$ cat config.mk
export PLATFORM = sky130hd
export DESIGN_NAME = instr_fetch
export DESIGN_NICKNAME = d
export VERILOG_FILES = /design/src/rtl/riscv_pkg.sv /design/src/rtl/fetch_queue.sv /design/src/rtl/instr_fetch.sv
export SDC_FILE = /design/constraint.sdc
export NUM_CORES = 1
export LEC_CHECK = 0
export CAP_MARGIN = 20
export CELL_PAD_IN_SITES_DETAIL_PLACEMENT = 0
export CELL_PAD_IN_SITES_GLOBAL_PLACEMENT = 1
export CORE_ASPECT_RATIO = 0.75
export CORE_MARGIN = 3
export CORE_UTILIZATION = 28
export CTS_CLUSTER_SIZE = 25
export DETAILED_ROUTE_END_ITERATION = 16
export DONT_BUFFER_PORTS = 1
export PLACE_DENSITY_LB_ADDON = 0.08
export SYNTH_ARGS = -nofsm -noshare
export SYNTH_HDL_FRONTEND = slang
export SYNTH_SLANG_ARGS = --single-unit
$ cat constraint.sdc
create_clock -name clk -period 2.16 [get_ports clk]
set_input_delay 0.216 -clock clk [delete_from_list [all_inputs] [get_ports clk]]
set_output_delay 0.216 -clock clk [all_outputs]
set_load 0.01 [all_outputs]
$ cat src/rtl/riscv_pkg.sv
// Shared RISC-V front-end definitions: datapath width, canonical NOP,
// default reset PC and the {pc, instr} fetch-entry payload.
package riscv_pkg;

  localparam int unsigned XLEN = 32;

  localparam logic [XLEN-1:0] INSTR_NOP = 32'h0000_0013;
  localparam logic [XLEN-1:0] RESET_PC  = 32'h0000_0000;

  typedef struct packed {
    logic [XLEN-1:0] pc;
    logic [XLEN-1:0] instr;
  } fetch_entry_t;

  // Contents of an unoccupied queue slot, so the head always shows a NOP.
  localparam fetch_entry_t FETCH_EMPTY = '{pc: '0, instr: INSTR_NOP};

endpackage

$ cat src/rtl/fetch_queue.sv
// fetch_queue: 2-entry shifting FIFO of fetch entries; slot 0 is the head.
// Ports:
//   clk, rst       - clock, synchronous active-low reset
//   push_i         - write push_data_i into the first free slot
//   pop_i          - drop the head (ignored when empty)
//   flush_i        - empty the queue; wins over push and pop
//   push_data_i    - entry to write
//   head_o         - head entry (registered; FETCH_EMPTY when empty)
//   head_valid_o   - head entry is occupied
//   count_o        - occupancy 0..2
module fetch_queue
  import riscv_pkg::*;
(
  input  logic         clk,
  input  logic         rst,
  input  logic         push_i,
  input  logic         pop_i,
  input  logic         flush_i,
  input  fetch_entry_t push_data_i,
  output fetch_entry_t head_o,
  output logic         head_valid_o,
  output logic [1:0]   count_o
);

  fetch_entry_t slot0_q, slot0_d;
  fetch_entry_t slot1_q, slot1_d;
  logic [1:0]   vld_q, vld_d;

  // Next-state: pop shifts slot 1 forward, push then fills the first free slot.
  // Free slots are reloaded with FETCH_EMPTY so the head needs no output mux.
  always_comb begin
    slot0_d = slot0_q;
    slot1_d = slot1_q;
    vld_d   = vld_q;
    if (flush_i) begin
      slot0_d = FETCH_EMPTY;
      slot1_d = FETCH_EMPTY;
      vld_d   = 2'b00;
    end else begin
      if (pop_i && vld_q[0]) begin
        slot0_d = slot1_q;
        slot1_d = FETCH_EMPTY;
        vld_d   = {1'b0, vld_q[1]};
      end
      if (push_i) begin
        if (!vld_d[0]) begin
          slot0_d  = push_data_i;
          vld_d[0] = 1'b1;
        end else begin
          slot1_d  = push_data_i;
          vld_d[1] = 1'b1;
        end
      end
    end
  end

  always_ff @(posedge clk) begin
    if (!rst) begin
      slot0_q <= FETCH_EMPTY;
      slot1_q <= FETCH_EMPTY;
      vld_q   <= 2'b00;
    end else begin
      slot0_q <= slot0_d;
      slot1_q <= slot1_d;
      vld_q   <= vld_d;
    end
  end

  assign head_o       = slot0_q;
  assign head_valid_o = vld_q[0];
  assign count_o      = 2'(vld_q[0]) + 2'(vld_q[1]);

endmodule

$ cat src/rtl/instr_fetch.sv
// instr_fetch: PC generation, instr_mem read issue, capture into a 2-entry
// queue and valid/ready hand-off to decode, with execute redirects.
// Optional feature macro: IFETCH_MISALIGN_EN (misaligned-redirect exception).
// Ports:
//   clk, rst        - clock, synchronous active-low reset
//   fetch_en        - allow new reads (low: drain only)
//   imem_rd_en      - read strobe (combinational)
//   imem_rd_addr    - word address pc[ADDR_W+1:2]
//   imem_rd_instr   - read data, valid the cycle after imem_rd_en
//   redirect_valid  - execute redirect request
//   redirect_pc     - redirect target
//   id_valid/id_ready/id_instr/id_pc - registered decode handshake
//   misalign_exc, misalign_pc        - only with IFETCH_MISALIGN_EN
module instr_fetch #(
  parameter int unsigned         XLEN     = riscv_pkg::XLEN,
  parameter int unsigned         ADDR_W   = 10,
  parameter logic [XLEN-1:0]     RESET_PC = riscv_pkg::RESET_PC
) (
  input  logic              clk,
  input  logic              rst,
  input  logic              fetch_en,
  output logic              imem_rd_en,
  output logic [ADDR_W-1:0] imem_rd_addr,
  input  logic [XLEN-1:0]   imem_rd_instr,
  input  logic              redirect_valid,
  input  logic [XLEN-1:0]   redirect_pc,
  output logic              id_valid,
  input  logic              id_ready,
  output logic [XLEN-1:0]   id_instr,
  output logic [XLEN-1:0]   id_pc
`ifdef IFETCH_MISALIGN_EN
  ,
  output logic              misalign_exc,
  output logic [XLEN-1:0]   misalign_pc
`endif
);

  import riscv_pkg::*;

  logic [XLEN-1:0] pc_q, pc_d;
  logic [XLEN-1:0] ipc_q, ipc_d;      // PC of the read in flight
  logic            inflight_q, inflight_d;

  logic            pop, issue, push, blocked;
  logic [2:0]      occupancy;
  logic [XLEN-1:0] target;
  logic [1:0]      q_count;
  logic            head_valid;
  fetch_entry_t    head, push_data;

`ifdef IFETCH_MISALIGN_EN
  logic            mexc_q, mexc_d;
  logic [XLEN-1:0] mpc_q, mpc_d;
  logic            misaligned;

  // A misaligned target is loaded verbatim and parks fetch until re-aligned.
  always_comb begin
    misaligned = (redirect_pc[1:0] != 2'b00);
    target     = misaligned ? redirect_pc : (redirect_pc & ~XLEN'(3));
    blocked    = mexc_q;
    mexc_d     = mexc_q;
    mpc_d      = mpc_q;
    if (redirect_valid) begin
      mexc_d = misaligned;
      mpc_d  = misaligned ? redirect_pc : '0;
    end
  end

  always_ff @(posedge clk) begin
    if (!rst) begin
      mexc_q <= 1'b0;
      mpc_q  <= '0;
    end else begin
      mexc_q <= mexc_d;
      mpc_q  <= mpc_d;
    end
  end

  assign misalign_exc = mexc_q;
  assign misalign_pc  = mpc_q;
`else
  // Low target bits are simply dropped.
  always_comb begin
    target  = redirect_pc & ~XLEN'(3);
    blocked = 1'b0;
  end
`endif

  // Issue only if the queue can still absorb every read already committed.
  always_comb begin
    pop       = head_valid && id_ready;
    occupancy = 3'(q_count) + 3'(inflight_q);
    issue     = rst && fetch_en && !redirect_valid && !blocked &&
                (occupancy < (3'd2 + 3'(pop)));
    push      = inflight_q && !redirect_valid;
    push_data = '{pc: ipc_q, instr: imem_rd_instr};
  end

  // PC / in-flight next state; a redirect discards the outstanding read.
  always_comb begin
    pc_d       = pc_q;
    ipc_d      = ipc_q;
    inflight_d = 1'b0;
    if (redirect_valid) begin
      pc_d = target;
    end else if (issue) begin
      pc_d       = pc_q + XLEN'(4);
      ipc_d      = pc_q;
      inflight_d = 1'b1;
    end
  end

  always_ff @(posedge clk) begin
    if (!rst) begin
      pc_q       <= RESET_PC;
      ipc_q      <= '0;
      inflight_q <= 1'b0;
    end else begin
      pc_q       <= pc_d;
      ipc_q      <= ipc_d;
      inflight_q <= inflight_d;
    end
  end

  fetch_queue u_queue (
    .clk          (clk),
    .rst          (rst),
    .push_i       (push),
    .pop_i        (pop),
    .flush_i      (redirect_valid),
    .push_data_i  (push_data),
    .head_o       (head),
    .head_valid_o (head_valid),
    .count_o      (q_count)
  );

  assign imem_rd_en   = issue;
  assign imem_rd_addr = pc_q[ADDR_W+1:2];
  assign id_valid     = head_valid;
  assign id_instr     = head.instr;
  assign id_pc        = head.pc;

endmodule

[After elaboration in Yosys (flattened, before gate mapping)]
Index checks and enable logic that the tools add are counted.
Storage, ports and cells
  output and inout bits: 76
  memory bits (writable): 0
  logic and storage cells: 39
  bits in latches: 0
  ROM bits: 0
  input port bits: 69
  register bits: 195
  memories kept: 0
Cells by class
  divide/modulo/power cells: 0
  equal/unequal tests: 0
  reductions and logical operators: 10
  multiply operators: 0
  bitwise gates (word level): 2
  multiplexer cells: 13
  shift operators: 0
  add/sub/neg operators: 4
  $lt $le $gt $ge: 1
Operators with widths (count)
  64-bit 2-to-1 mux: 6
  32-bit 2-to-1 mux: 2
  32-bit by 3-bit adder with 32-bit output (second input constant): 1
  1-bit logical AND: 6
  2-bit 2-to-1 mux: 3
  2-bit by 1-bit adder with 3-bit output: 1
  2-bit by 1-bit adder with 3-bit output (first input constant): 1
  3-bit < comparator: 1
  1-bit by 1-bit adder with 2-bit output: 1
  1-bit 2-to-1 mux: 2
  1-bit NOT: 2
  2-bit AND reduction: 1
  2-bit nonzero test: 1
  2-bit OR reduction: 1
  1-bit logical NOT: 1

[Logic depth before layout (Yosys ltp)]
  word-level depth: 6
  mapped depth: 7
  gate-level depth less buffers: 6

[By module]
A second synthesis with hierarchy kept.
Unflattened totals
  cell total of the unflattened synthesis: 1042
  area total of the unflattened synthesis: 8748.4 µm²
By module, submodules not included
  fetch_queue: area an instance 5811.8 µm², times used 1, sequential area each 2602.5 µm², cells each 674
  instr_fetch: area an instance 2936.6 µm², times used 1, sequential area each 1221.2 µm², cells each 368

[Worst setup path before layout]
Ideal clock, no wire load.
  path type: reg-to-reg
  from: reg u_queue.vld_q[0]
  to: reg pc_q[16]
  slack: 60 ps
  required time: 2069 ps
  library setup time: 91 ps
  buffers on the path: 1
  period minus slack after synthesis: 2100 ps
  cell stages (with the launch flop): 7
  arrival time: 2009 ps
  cells stage by stage: dfxtp_1 -> fa_1 -> nand3b_4 -> a211o_1 -> buf_2 -> or3_1 -> a311oi_1
Between the ends
  longest elaborated chain between the ends: 5
  elaborated cells on any way between the ends: 7
  classes of those cells: 3 x add/sub; 1 x order compare; 3 x reduce/logical
Ends and longest elaborated chain
  from (decl): line fetch_queue.sv:27  | logic [1:0] vld_q, vld_d;
  from (signal assigned): line fetch_queue.sv:65  | vld_q <= vld_d;
  1-bit by 1-bit adder with 2-bit output / 1-bit logical AND (equally long branches): line fetch_queue.sv:71, instr_fetch.sv:91
  2-bit by 1-bit adder with 3-bit output, on equally long branches: line instr_fetch.sv:92, instr_fetch.sv:94
  3-bit < comparator *: line instr_fetch.sv:94  | (occupancy < (3'd2 + 3'(pop)));
  1-bit logical AND *: line instr_fetch.sv:93  | issue = rst && fetch_en && !redirect_valid && !blocked &&
  2-bit nonzero test (no source line) *
  to (signal assigned): line instr_fetch.sv:119  | pc_q <= pc_d;
  to (decl): line instr_fetch.sv:40  | logic [XLEN-1:0] pc_q, pc_d;
Every way passes the cells marked *; elsewhere a longest branch is shown, timed or not.
A chain may end at the register's enable or synchronous reset.

[Worst setup path after layout]
  from: reg u_queue.vld_q[1]
  to: out imem_rd_en
Between the ends
  longest elaborated chain between the ends: 4
Ends and longest elaborated chain
  1-bit by 1-bit adder with 2-bit output: line fetch_queue.sv:71  | assign count_o = 2'(vld_q[0]) + 2'(vld_q[1]);
  2-bit by 1-bit adder with 3-bit output: line instr_fetch.sv:92  | occupancy = 3'(q_count) + 3'(inflight_q);
  3-bit < comparator: line instr_fetch.sv:94
  1-bit logical AND: line instr_fetch.sv:93
  to (decl): line instr_fetch.sv:22  | output logic imem_rd_en,
Every way passes these cells.

==> impl_metrics.py <==
metrics = {
    "clocking": {
        "cts_sinks": 191,
        "cts_tree": "yes",
        "cts_buffer_depth": 2,
        "h-tree-depth": 4,
        "clkLatencyLatePin_ps": 440,
        "root_buffer": "clkbuf_16",
        "numCtsBuffers": 17,
        "clk_pin_slew_ps": 80,
    },
    "power_and_ir_drop": {
        "power_density_nw_per_um2": 718.2,
        "peakVddDrop_mv": 0.5076,
        "power_leakage_nw": 3.463,
    },
    "synthesis": {
        "ys_warn_count": 0,
        "synthCells": 1047,
        "ys_types": 57,
        "muxShareOfSynthArea_pct": 0.1222,
        "synth-async-reset-ratio_pct": 0,
        "synth_top_family_by_area": "simple AND/OR/NAND/NOR gates",
        "synth_area_um2": 8193,
        "yosys_most_used_dff": "dfxtp_1",
        "ys_top_cells_by_count": "262 x nand2_1, 191 x dfxtp_1, 80 x nor2_1, 78 x nand3_1, 76 x clkbuf_1",
        "synth_fp_nets": 1118,
        "yosysTopAreaCell": "dfxtp_1",
        "synth_edf_count": 0,
        "synth-xor-area-share_pct": 0.5345,
        "synth_top_area_share_pct": 46.67,
        "yosys.area_share.simple_pct": 27.40,
        "syn-mean-instance-area_um2": 7.825,
        "synth_compound_area_share_pct": 19.26,
        "ys_seq_area_share_pct": 46.67,
        "yosys.area_share.adder_pct": 0.3971,
        "yosysMostFrequentCell": "nand2_1",
        "synth-seq-cells": 191,
        "yosys-top-cells-area": "dfxtp_1 47%, nand2_1 12%, a311oi_1 6.7%",
    },
    "detailed_routing": {
        "drt.antenna.violating_nets": 0,
        "avgRoutedWirePerCell_um": 18.76,
        "drt_iter0_drc": 333,
        "drt-vias-per-instance": 5.048,
        "first_pass_iters": 5,
        "routed_wl_mm": 27.95,
        "route.detailed.drc": 0,
        "num_vias": 7521,
    },
    "sta": {
        "setup_ws_ps": -151.5,
        "relSlewSlack_pct": 52.28,
        "fmax_mhz": 432.6,
        "post-route-min-period_ps": 2311,
        "fin_skew_ps": 11.93,
        "fin_crit_sh_pct": 107.0,
        "rsz0062_at_grt": "true",
        "tightest_slew_ps": 713.4,
        "slew_violations": 0,
        "hold_viol": 0,
        "setup_violations": 17,
    },
    "final_layout": {
        "n_fill_cell": 3048,
        "instances_no_fill": 1490,
        "nets": 1163,
        "layout-drive-gt1-share_pct": 13.57,
        "diodes": 0,
        "syn2layout_area_growth_pct": 26.31,
    },
    "global_routing": {
        "grt_pass1_vias": 7471,
        "grtUsageTotal_pct": 17.65,
        "overflow": 0,
        "antenna_found_initial": 1,
        "grt_max_degree": 70,
        "grt_pass1_wl_mm": 44.03,
    },
    "placed_design": {
        "gp_congestion": 0.7613,
        "portBuffers": 0,
        "dp_hpwl_mm": 16.95,
        "dp.cells": 1388,
        "dp_slack_ps": -4.692,
    },
    "setup_path": {
        "critPathLaunchType": "flop",
        "max_stage_delay_ps": 540,
        "endpoint_kind": "output port",
        "worstPathRequired_ps": 1940,
        "cpMaxStageDelayCell": "fa_1",
        "cp_max_fo": 6,
        "crit_chain": "fa_1 -> and3b_2 -> o211ai_1 -> clkinv_2 -> buf_12",
        "criticalPathCategory": "reg2out",
        "path_delay_family": "adder cells",
        "timing.critical_path.buf_inv": 2,
        "critPathArrivalTime_ps": 2100,
    },
    "die": {
        "rows": 53,
        "die_area_um2": 31370,
        "initial_core_util_pct": 28.87,
        "ios": 145,
        "coreArea_um2": 28380,
        "die_width_um": 203.5,
        "dieHeight_um": 154.1,
    },
    "job": {
        "drv_cap": 0,
    },
    "outcome": {
        "violations": "setup timing",
        "outcome": "finished, violations left",
    },
    "min_path": {
        "hp-class": "in2reg",
    },
}
## cell usage in the layout (no fill, tap or decap), drive strengths merged, types with 2 or more instances in the layout
master,synthesis,final
nand2,262,262
dfxtp,191,191
nor2,80,80
nand3,78,78
a21oi,72,72
buf,24,72
o21ai,64,64
a311oi,63,63
dlygate4sd3,0,53
clkbuf,77,22
nand4,13,13
and3,12,12
nor4,10,10
or3,9,9
a31oi,9,9
and4,8,8
a211oi,8,8
inv,5,7
nor2b,6,6
clkinvlp,0,5
or4,4,4
nand2b,4,4
xnor2,4,4
nor3,4,4
and2,4,4
clkinv,2,4
o211ai,3,3
o31ai,3,3
a41oi,2,2
nor3b,2,2
bufinv,0,2
nand3b,2,2
a211o,2,2
## what timing repair did
item / in CTS / in global routing
gates resized for setup: 17 / 59
hold buffers: 54 / 0
gates cloned: 3 / 1
setup endpoints to repair: 5 / 52
endpoints found under the hold margin: 119 / 0
pin swaps: 8 / 18
buffers inserted: 7 / 8
## worst paths after layout
path | from | end | slack (ps) | depth (start not counted)
setup / recovery | u_queue.vld_q[1] | imem_rd_en | -150 | 5
hold / removal | rst | pc_q[19] | 10 | 2
setup reg to reg | u_queue.vld_q[1] | ipc_q[2] | -80 | 9
hold reg to reg | u_queue.slot1_q[32] | u_queue.head_o[32] | 440 | 2
## per-stage QoR
stage	cell area (um2)	power (mW)	utilization (%)	setup TNS, ps	hold WS [ps]
global route	10350	7.766	36.46	-4004	8.760
floorplan	8193	4.018	-	0	352.0
global placement	8822	4.157	31.08	-17.55	315.9
detailed placement	8822	4.155	31.08	-4.692	319.2
finish	10350	7.433	36.46	-665.4	14.37
CTS	10160	7.566	35.79	-2314	2.271
## sequential cells by signal (all words and copies together), names as in the netlist
name and cells:
u_queue.head_o 64, u_queue.slot1_q 64, ipc_q 30, pc_q 30, u_queue.vld_q 2, inflight_q 1
## layout make-up
cell class	count	area, um2	area share [%]
flip-flops and latches	191	3827	36.98
well taps	385	481.7	4.655
multi-input cells	748	4099	39.61
clock inverters	11	132.6	1.282
repair buffers	127	1330	12.85
clock buffers	21	450.4	4.353
inverters	7	27.53	0.2660
## where the power goes
part / total (mW) / internal (mW) / switching (mW)
Combinational: 0.524 / 0.231 / 0.293
Clock: 3.21 / 1.75 / 1.46
Sequential: 3.69 / 3.60 / 0.0974
Total: 7.43 / 5.58 / 1.85
## worst register-to-register path, stage by stage, from the launching register on
cell and delay (ps):
dfxtp_2 340, fa_1 540, and3b_2 220, o211ai_1 250, clkinv_2 140, buf_4 170
buf_4 130, buf_6 150, mux2i_1 150, nor2_1 50
## kinds of logic after synthesis
kind of cell             after synthesis
AND/OR/NAND/NOR                      500
AO/OA/AOI/OAI                        240
flip-flops                           191
buffers and inverters                108
XOR/XNOR                               5
adder cells (fa/ha/maj)                2
multiplexers                           1
## routing by layer
layer | GRT usage, % | part of all wire, %
met1 | 25.40 | 51
met2 | 26.65 | 44
met3 | 4.614 | 4.5
met4 | 3.669 | 0.68
met5 | 0 | 0.047
No activity file was read; power rests on OpenSTA's default activity.
